File: config.mk
export PLATFORM = sky130hd
export DESIGN_NAME = adder_pipe
export DESIGN_NICKNAME = d
export VERILOG_FILES = /design/src/rtl/adder_pipe_pkg.sv /design/src/rtl/adder_pipe_stage.sv /design/src/rtl/adder_pipe.sv
export SDC_FILE = /design/constraint.sdc
export NUM_CORES = 1
export LEC_CHECK = 0
export ABC_CLOCK_PERIOD_IN_PS = 4200
export BUFFER_PORTS_ARGS = -buffer_cell sky130_fd_sc_hd__buf_2
export CAP_MARGIN = 20
export CORE_MARGIN = 10
export CORE_UTILIZATION = 45
export CTS_CLUSTER_DIAMETER = 60
export DETAILED_ROUTE_END_ITERATION = 8
export GPL_ROUTABILITY_DRIVEN = 1
export PLACE_DENSITY = 0.67
export SLEW_MARGIN = 20
export SYNTH_ARGS = -nofsm -noshare
export SYNTH_HDL_FRONTEND = slang
export SYNTH_SLANG_ARGS = --single-unit
File: constraint.sdc
create_clock -name clk -period 4.2 [get_ports clk]
set_clock_uncertainty 0.15 [all_clocks]
set_input_delay 0.21 -clock clk [delete_from_list [all_inputs] [get_ports clk]]
set_output_delay 0.21 -clock clk [all_outputs]
set_load 0.03 [all_outputs]
File: src/rtl/adder_pipe_pkg.sv
// Shared mode encoding and signed-arithmetic helpers for adder_pipe.
package adder_pipe_pkg;

    typedef enum logic {
        MODE_ADD = 1'b0,
        MODE_ACC = 1'b1
    } mode_e;

    localparam int CALC_W = 64;

    typedef struct packed {
        logic signed [CALC_W-1:0] sum;
        logic signed [CALC_W-1:0] wrap;
        logic                     ovf;
    } sat_res_t;

    function automatic logic signed [CALC_W-1:0] smax(input int width);
        return (64'sd1 <<< (width - 1)) - 64'sd1;
    endfunction

    function automatic logic signed [CALC_W-1:0] smin(input int width);
        return -(64'sd1 <<< (width - 1));
    endfunction

    // Adds exactly, then reports both the clamped and the modulo-2^width result.
    function automatic sat_res_t sat_add(input logic signed [CALC_W-1:0] a,
                                         input logic signed [CALC_W-1:0] b,
                                         input int                       width);
        logic signed [CALC_W-1:0] s;
        sat_res_t                 r;
        s      = a + b;
        r.ovf  = (s > smax(width)) || (s < smin(width));
        r.sum  = (s > smax(width)) ? smax(width) :
                 (s < smin(width)) ? smin(width) : s;
        r.wrap = (s <<< (CALC_W - width)) >>> (CALC_W - width);
        return r;
    endfunction

endpackage

File: src/rtl/adder_pipe_stage.sv
// One enable-gated register stage carrying a result token {valid, sum, last, ovf}.
module adder_pipe_stage #(
    parameter int W = 5
) (
    input  logic         clk_i,
    input  logic         rst_i,
    input  logic         en_i,
    input  logic         valid_i,
    input  logic [W-1:0] sum_i,
    input  logic         last_i,
    input  logic         ovf_i,
    output logic         valid_o,
    output logic [W-1:0] sum_o,
    output logic         last_o,
    output logic         ovf_o
);

    logic         valid_q;
    logic [W-1:0] sum_q;
    logic         last_q;
    logic         ovf_q;

    always_ff @(posedge clk_i) begin
        if (rst_i) begin
            valid_q <= 1'b0;
            sum_q   <= '0;
            last_q  <= 1'b0;
            ovf_q   <= 1'b0;
        end else if (en_i) begin
            valid_q <= valid_i;
            sum_q   <= sum_i;
            last_q  <= last_i;
            ovf_q   <= ovf_i;
        end
    end

    assign valid_o = valid_q;
    assign sum_o   = sum_q;
    assign last_o  = last_q;
    assign ovf_o   = ovf_q;

endmodule

File: src/rtl/adder_pipe.sv
// Pipelined signed adder with valid/ready flow control and per-packet accumulation.
// Build with ADDER_PIPE_SAT_EN defined to clamp accumulator overflow instead of wrapping.
module adder_pipe
    import adder_pipe_pkg::*;
#(
    parameter int  DIW    = 4,
    parameter int  DOW    = DIW + 1,
    parameter int  STAGES = 2,
    parameter type DTYPE  = logic signed
) (
    input  logic             clk,
    input  logic             rst,
    input  logic             in_valid,
    output logic             in_ready,
    input  DTYPE [DIW-1:0]   ain,
    input  DTYPE [DIW-1:0]   bin,
    input  logic             mode,
    input  logic             in_last,
    output logic             out_valid,
    input  logic             out_ready,
    output DTYPE [DOW-1:0]   sum,
    output logic             out_last,
    output logic             ovf
);

`ifdef ADDER_PIPE_SAT_EN
    localparam bit SAT = 1'b1;
`else
    localparam bit SAT = 1'b0;
`endif

    if (DOW < DIW + 1) begin : g_bad_dow
        $error("adder_pipe: DOW must be at least DIW+1");
    end
    if (STAGES < 1) begin : g_bad_stages
        $error("adder_pipe: STAGES must be at least 1");
    end

    logic                  en;
    logic                  accept;
    logic signed [DOW-1:0] p;
    logic signed [DOW-1:0] acc_q, acc_d, acc_sum;
    logic                  sticky_q, sticky_d;
    logic                  acc_ovf;
    sat_res_t              acc_r;

    logic                  v0_q, v0_d;
    logic        [DOW-1:0] s0_q, s0_d;
    logic                  l0_q, l0_d;
    logic                  o0_q, o0_d;

    logic [STAGES-1:0]          v_c;
    logic [STAGES-1:0][DOW-1:0] s_c;
    logic [STAGES-1:0]          l_c;
    logic [STAGES-1:0]          o_c;

    // The whole pipe moves in lockstep; a stalled output freezes every stage.
    assign en       = !out_valid || out_ready;
    assign in_ready = en && !rst;
    assign accept   = in_valid && in_ready;
    assign p        = DOW'($signed(ain)) + DOW'($signed(bin));

    always_comb begin
        acc_r    = sat_add(CALC_W'(acc_q), CALC_W'(p), DOW);
        acc_sum  = SAT ? DOW'(acc_r.sum) : DOW'(acc_r.wrap);
        acc_ovf  = acc_r.ovf;
        acc_d    = acc_q;
        sticky_d = sticky_q;
        v0_d     = 1'b0;
        s0_d     = p;
        l0_d     = 1'b0;
        o0_d     = 1'b0;
        if (accept) begin
            if (mode_e'(mode) == MODE_ADD) begin
                v0_d = 1'b1;
            end else if (in_last) begin
                v0_d     = 1'b1;
                s0_d     = acc_sum;
                l0_d     = 1'b1;
                o0_d     = sticky_q || acc_ovf;
                acc_d    = '0;
                sticky_d = 1'b0;
            end else begin
                acc_d    = acc_sum;
                sticky_d = sticky_q || acc_ovf;
            end
        end
    end

    always_ff @(posedge clk) begin
        if (rst) begin
            acc_q    <= '0;
            sticky_q <= 1'b0;
            v0_q     <= 1'b0;
            s0_q     <= '0;
            l0_q     <= 1'b0;
            o0_q     <= 1'b0;
        end else begin
            acc_q    <= acc_d;
            sticky_q <= sticky_d;
            if (en) begin
                v0_q <= v0_d;
                s0_q <= s0_d;
                l0_q <= l0_d;
                o0_q <= o0_d;
            end
        end
    end

    assign v_c[0] = v0_q;
    assign s_c[0] = s0_q;
    assign l_c[0] = l0_q;
    assign o_c[0] = o0_q;

    for (genvar g = 1; g < STAGES; g++) begin : g_stage
        adder_pipe_stage #(.W(DOW)) u_stage (
            .clk_i   (clk),
            .rst_i   (rst),
            .en_i    (en),
            .valid_i (v_c[g-1]),
            .sum_i   (s_c[g-1]),
            .last_i  (l_c[g-1]),
            .ovf_i   (o_c[g-1]),
            .valid_o (v_c[g]),
            .sum_o   (s_c[g]),
            .last_o  (l_c[g]),
            .ovf_o   (o_c[g])
        );
    end

    assign out_valid = v_c[STAGES-1];
    assign sum       = s_c[STAGES-1];
    assign out_last  = l_c[STAGES-1];
    assign ovf       = o_c[STAGES-1];

endmodule

# ---- Word-level counts from Yosys, hierarchy flattened
# Cells that the tools add are included.
dict set report word_totals {
  out_inout_bits 9
  input_bits 14
  elab_cells 35
  reg_bits 22
}
dict set report op_classes {
  n_addsub 2
  order_cmp 2
  mux 13
  n_reduce_logical 8
}
# operator n
set op_table {}
lappend op_table {{$mux 5} 4}
lappend op_table {{$mux 1} 9}
lappend op_table {{$add 5x5->6} 1}
lappend op_table {{$gt 6x5->1 const B} 1}
lappend op_table {{$lt 6x5->1 const B} 1}
lappend op_table {{$add 4x4->5} 1}
lappend op_table {{$logic_or 1x1->1} 3}
lappend op_table {{$logic_and 1x1->1} 2}
lappend op_table {{$logic_not 1->1} 2}
lappend op_table {{$reduce_and 2->1} 1}

# ---- Depth between registers and ports, before layout
# Gate-level depths: netlist (run 1).
dict set report depth {
  depth_word 8
  ltp_mapped 12
  depth_no_buf 12
}

# ---- Hierarchy
# From an unflattened synthesis (run 1), not the netlist that was laid out.
dict set report hier_totals {
  cells_unflattened 141
  area_unflattened_um2 1242.4
}
# module cells_per_inst instances area_per_inst_um2
set modules_own_cells {}
lappend modules_own_cells {adder_pipe 115 1 957.2}
lappend modules_own_cells {adder_pipe_stage 26 1 285.3}

# ---- Worst setup path after synthesis (run 1)
# No wires, ideal clock.
dict set report synth_path {
  kind {input to register}
  from {in ain[0] (netlist bit)}
  to {reg sticky_q}
  t_arrival_ns 2.178
  path_buffers 0
  t_required_ns 3.963
  slack_ns 1.785
  path_stages 12
  path_cell_list {ha_1 > inv_1 > fa_1 > nand2b_1 > nand3b_1 > mux2i_1 > ha_1 > a31o_1 > a41oi_1 > o21ai_1 > xnor2_1 > o31ai_1}
}
dict set report synth_between {
  elab_chain_cells 6
}
# item line
set synth_lines {}
lappend synth_lines {{start, declared} adder_pipe.sv:15} ;# input DTYPE [DIW-1:0] ain,
lappend synth_lines {{$add 4x4->5 (*)} adder_pipe.sv:61} ;# assign p = DOW'($signed(ain)) + DOW'($signed(bin));
lappend synth_lines {{$add 5x5->6 (*)} adder_pipe_pkg.sv:31} ;# s = a + b;
lappend synth_lines {{$gt 6x5->1 / $lt 6x5->1 (equally long branches)} -}
lappend synth_lines {{$logic_or 1x1->1 (*)} adder_pipe_pkg.sv:32} ;# r.ovf = (s > smax(width)) || (s < smin(width));
lappend synth_lines {{$logic_or 1x1->1 (*)} adder_pipe.sv:85} ;# sticky_d = sticky_q || acc_ovf;
lappend synth_lines {{$mux 1 (*)} adder_pipe.sv:76} ;# end else if (in_last) begin
lappend synth_lines {{end signal, assigned} adder_pipe.sv:100} ;# sticky_q <= sticky_d;
lappend synth_lines {{end, declared} adder_pipe.sv:43} ;# logic sticky_q, sticky_d;
# Mark *: on every way between the ends. The rest lies on a longest branch, timed or not.
# A chain may end at the register's enable or synchronous reset.

# ---- Worst setup path in the final report (run 1)
# Same ends and word-level chain as after synthesis.

==> flow_summary.ini, run 1 <==
[logic_synthesis]
netlist_area_mm2 = 0.00121
synth_nets = 172
yosysWarnings = 0
synth_commonest_cells = 24 x nand2_1, 22 x dfxtp_1, 18 x nor2_1, 15 x a21oi_1, 10 x ha_1
synth_top_cell_by_area = dfxtp_1
yosys.area.top_type_share = 0.365
yosysSeqAreaShare = 0.365
synth_ff_type = dfxtp_1
postSynthCellCount = 146
syn_avg_cell_area_um2 = 8.26
synthTopCellsByArea = dfxtp_1 37%, ha_1 10%, nand2_1 7.5%
async_reset_ff_frac = 0
yosys.cell_count.top_type = nand2_1
yosysUniqueCellTypes = 29
synth-edff-count = 0
ys_ff_latch = 22

[detailed_routing]
drt_first_pass_iters = 4
drc_errors = 0
routed_wl_um = 2530
via_count = 1037
drt-initial-drc-count = 71
wl_per_cell_um = 12.9
viasPerCell = 5.29
ant_nets = 0

[placed_design]
io_buffers = 22
place_hpwl_um = 1990
placed_area_mm2 = 0.00133
placed_cells = 191
gp_congestion = 0.857

[grt]
grt_first_pass_wirelength_um = 4310
overflow = 0
antenna_found_initial = 0
grt_usage = 0.101
first_global_vias = 1026
grt_max_degree = 25

[worst_setup_path]
worstPathArrival_ns = 2.50
cp-startpoint = ain[0]
timing_worst_setup_path_type = primary input to flop
endpoint_kind = flop
cp.required_ns = 4.29
cp-start-kind = primary input
reg2reg_from = acc_q[0]$_SDFFE_PP0P_
crit_fanout = 4

[floorplan]
start_util = 0.478
placementRows = 18
coreArea_mm2 = 0.00252
die_x_um = 71.8
die_h_um = 71.8
die_area_mm2 = 0.00515
ioPinCount = 23

[finish]
fin_area_mm2 = 0.00137
seq_area_um2 = 440
multi_input_area_um2 = 709
area_growth_pct = 13.9
fillers = 260
fin_cells = 196
antenna_cells = 0
final_layout_size_suffix_gt1_frac = 0.181
fin_nets = 193

[power]
ir_worst_vdd_v = 0.000163
p_leak_nw = 0.597
finalPower_w = 0.000462
power_density_mw_per_mm2 = 336

[clock_network]
path_clk_slew_ns = 0.13
cts_tree = built
clkLatencyLatePin_ns = 0.31
clockBufferDepth = 2
cts-hold-fix-buffers = 1
numCtsBuffers = 3
cts_sinks = 22
post-cts-setup-buffers = 0
htree_levels = 1
post_cts_resize_count = 0
root_buffer = clkbuf_4

[sta]
post-route-min-period_ns = 2.41
setup_viol = 0
rsz0062_at_grt = false
tightestPinTransition_ns = 0.586
slew_headroom = 0.609
whs_ns = 0.0173
hold_viol = 0
period_share = 0.573
max_freq_mhz = 415
maxSlewViolCount = 0
tns_ns = 0

[worst_hold_path]
hp-start = in_last
hold_class = primary input to flop

[job]
drv_cap = 0

[status]
status = completed
## metal layers
layer	routed length (µm)	track usage
met1	1110	0.103
met2	1210	0.181
met3	156	0.0234
met4	57	0.0581
met5	0	0
## registers in the layout, summed over array words and instances, names as in the netlist
name	count
o0_q	1
s0_q	5
g_stage.u_stage.last_o	1
g_stage.u_stage.sum_o	5
g_stage.u_stage.valid_o	1
g_stage.u_stage.ovf_o	1
sticky_q	1
l0_q	1
acc_q	5
v0_q	1
## per-stage QoR
| step | utilization | setup slack [ns] |
|---|---|---|
| 3_3_place_gp | 0.526 | 1.58 |
| 5_1_grt | 0.545 | 1.67 |
| 3_5_place_dp | 0.526 | 1.46 |
| 4_1_cts | 0.545 | 1.78 |
| 6_report | 0.545 | 1.79 |
| 2_1_floorplan | - | 1.79 |
## critical path, stage by stage
cell	delay [ns]
buf_2	0.08
ha_1	0.15
inv_1	0.05
fa_1	0.40
nand2b_1	0.16
nand3b_1	0.07
mux2i_1	0.13
ha_1	0.37
a31o_1	0.25
a41oi_1	0.19
o21ai_1	0.10
xnor2_1	0.15
o31ai_1	0.18
## cells by family (layout without fill, tap and decap cells)
kind of cell	Yosys count	after routing	synth area share
compound gates	33	33	0.173
simple gates	55	55	0.210
buf+inv	15	35	0.0467
xor+xnor	6	6	0.0436
fa+ha+maj	12	12	0.137
mux	3	3	0.0249
flops	22	22	0.365
## area by class of cell
type	count	area share
clock buffers	4	0.0264
repair buffers	23	0.0874
inverters	8	0.0219
well taps	30	0.0273
flip-flops and latches	22	0.321
multi-input cells	109	0.516
## worst paths after layout
path                                                                 end  slack (ns)  cells past startpoint
worst max register to register                      s0_q[4]$_SDFFE_PP0N_        2.01                      8
worst min-delay path                               sticky_q$_SDFFE_PP0P_        0.02                      2
worst max-delay path                               sticky_q$_SDFFE_PP0P_        1.79                     13
worst min register to register  g_stage[1].u_stage.sum_o[3]$_SDFFE_PP0N_        0.30                      2
## where the power goes
part,switching [W],internal (W)
combinational,0.0000686,0.0000455
clock,0.0000667,0.0000530
sequential,0.00000619,0.000222
total,0.000142,0.000320
## layout by cell type, fill, tap and decap left out, drive strengths merged, types with 2 or more instances in the layout
cell type  count
fa             2
a21oi         15
o211ai         3
nand2         24
nand2b         3
a211oi         4
mux2i          3
xnor2          4
a21o           2
nor3           4
o21ai          2
inv            8
ha            10
nor2          18
clkbuf         4
a22oi          3
buf           22
xor2           2
dfxtp         22
(Power assumes the default switching activity.)
==> run 2, diff against run 1 <==
ABC_CLOCK_PERIOD_IN_PS = 2150   (was 4200)
PLACE_DENSITY = 0.7   (was 0.67)
clock period = 2.15 ns   (was 4.2 ns; I/O delays follow)
==> run 2 against run 1 <==
  * The flow now finishes with violations (negative setup slack)
  * Critical path depth unchanged
  * First-iteration DRC count down 32%
  * Global-route usage up 0.56 points
  * Power up 98%
  * Hold slack better by 0.017 ns
  * Register-to-register slack worse by 1.9 ns
  * Sequential power up 96%
  * Count of clock-buffer cells in the layout down 1
  * Setup slack worse by 1.8 ns
  * Critical endpoint unchanged
==> flow_summary.ini, run 2 (same netlist as run 1, synthesis figures left out) <==
[status]
status = finished, violations left
violations = negative setup slack

[detailed_routing]
wl_per_cell_um = 12.5
drt_first_pass_iters = 4
ant_nets = 0
drc_errors = 0
via_count = 1079
routed_wl_um = 2640
drt-initial-drc-count = 48
viasPerCell = 5.11

[sta]
max_freq_mhz = 465
tns_ns = -0.00262
tightestPinTransition_ns = 0.588
hold_viol = 0
period_share = 1.00
setup_viol = 1
post-route-min-period_ns = 2.15
whs_ns = 0.0344
rsz0062_at_grt = true
maxSlewViolCount = 0
finalWorstSetupSlack_ns = -0.00262
slew_headroom = 0.608

[floorplan]
die_area_mm2 = 0.00515
placementRows = 18
die_h_um = 71.8
start_util = 0.478
die_x_um = 71.8
coreArea_mm2 = 0.00252
ioPinCount = 23

[clock_network]
path_clk_slew_ns = 0.11
clockBufferDepth = 2
root_buffer = clkbuf_4
clkLatencyLatePin_ns = 0.30
numCtsBuffers = 3
htree_levels = 1
cts_tree = built
cts_sinks = 22

[placed_design]
post-place-ws_ns = -0.318
placed_area_mm2 = 0.00146
place_hpwl_um = 2170
gp_congestion = 0.749
io_buffers = 22

[worst_setup_path]
timing_worst_setup_path_type = primary input to flop
slowest_stage = fa_2
cp_num_buf_inv = 2
reg2reg_from = acc_q[0]$_SDFFE_PP0P_
worstPathArrival_ns = 2.23
critical_path.top_delay_family = adder cells
cp_slowest_stage_delay_ns = 0.36
cp_cell_sequence = buf_6 -> ha_4 -> inv_2 -> fa_2 -> nand2b_4 -> nand3b_1 -> mux2i_2 -> ha_1 -> a31o_1 -> a41oi_2 -> o21ai_1 -> xnor2_1 -> o31ai_1
crit_fanout = 4
endpoint_kind = flop
cp-start-kind = primary input
cp-startpoint = bin[0]
cp.required_ns = 2.22

[finish]
fin_util = 0.614
final_cell_mix = 24 x nand2_1, 22 x dfxtp_1, 20 x buf_2
final_layout_size_suffix_gt1_frac = 0.293
fin_area_mm2 = 0.00155
mostFrequentLayoutCell = nand2_1
area_growth_pct = 28.4
antenna_cells = 0
fillers = 242
fin_nets = 209

[power]
ir_worst_vdd_v = 0.000423
pwr-share-comb = 0.322
power_frac_clock = 0.191
seqPwrFrac = 0.487
power_density_mw_per_mm2 = 591
p_leak_nw = 0.688
p_int_w = 0.000643
p_sw_frac = 0.298
p_sw_w = 0.000272

[worst_hold_path]
hp-start = out_ready
hold_class = primary input to flop

[grt]
grt_max_degree = 25
overflow = 0
antenna_found_initial = 0
grt_first_pass_wirelength_um = 4660
first_global_vias = 1138
grt_usage = 0.106

[job]
drv_cap = 0
==> run 2: changes by cell type in the layout (fill, tap and decap cells not counted), sizes merged <==
cell and delta:
dlygate4sd3 +2, clkbuf -1, buf +14
==> run 2: what timing repair did <==
action,CTS,global route
hold buffers,3,0
gates resized for setup,0,6
pin swaps,1,8
hold endpoints to repair,2,0
buffers inserted,0,0
setup endpoints to repair,1,5
==> run 2: worst reg2reg max path, delay by kind of cell (launching register included) <==
kind | cells | cell delay [ns]
buffers and inverters | 1 | 0.07
flip-flops | 1 | 0.35
AND/OR/NAND/NOR | 2 | 0.23
XOR/XNOR | 1 | 0.26
adder cells (fa/ha/maj) | 2 | 0.54
AO/OA/AOI/OAI | 2 | 0.39
==> run 2: metrics by stage <==
stage                     cells  power [W]
final                       211   0.000916
after global routing        211   0.000974
after CTS                   211   0.000913
after detailed placement    205   0.000736
after global placement      205   0.000727
after floorplan             146   0.000626
==> run 2: area by class of cell <==
class | instances | area (µm²) | share of cell area
clock buffer | 3 | 22.5 | 0.0145
inverter | 8 | 30.0 | 0.0194
multi-input combinational | 109 | 761 | 0.491
sequential | 22 | 440 | 0.284
tap | 30 | 37.5 | 0.0242
timing repair buffer | 39 | 258 | 0.166
==> run 2: per-layer routing <==
layer | routed length (µm) | vias up | track usage
met5 | 0 | - | 0
met4 | 53 | 0 | 0.0516
met3 | 148 | 6 | 0.0179
met2 | 1280 | 28 | 0.197
met1 | 1160 | 472 | 0.112
li1 | - | 573 | -
==> run 2: power groups by stage <==
| stage | Combinational [W] | Clock, W | Sequential [W] |
|---|---|---|---|
| 6_report | 0.000295 | 0.000175 | 0.000446 |
| 5_1_grt | 0.000328 | 0.000196 | 0.000450 |
| 4_1_cts | 0.000286 | 0.000181 | 0.000446 |
| 3_5_place_dp | 0.000280 | 0 | 0.000456 |
| 3_3_place_gp | 0.000272 | 0 | 0.000455 |
| 2_1_floorplan | 0.000155 | 0 | 0.000471 |
==> run 2: final timing paths <==
path | endpoint | slack, ns | depth (start not counted)
worst min-delay path | g_stage[1].u_stage.ovf_o$_SDFFE_PP0N_ | 0.03 | 4
worst max-delay path | sticky_q$_SDFFE_PP0P_ | -0.003 | 13
worst max register to register | s0_q[4]$_SDFFE_PP0N_ | 0.08 | 8
worst min register to register | g_stage[1].u_stage.sum_o[2]$_SDFFE_PP0N_ | 0.30 | 2
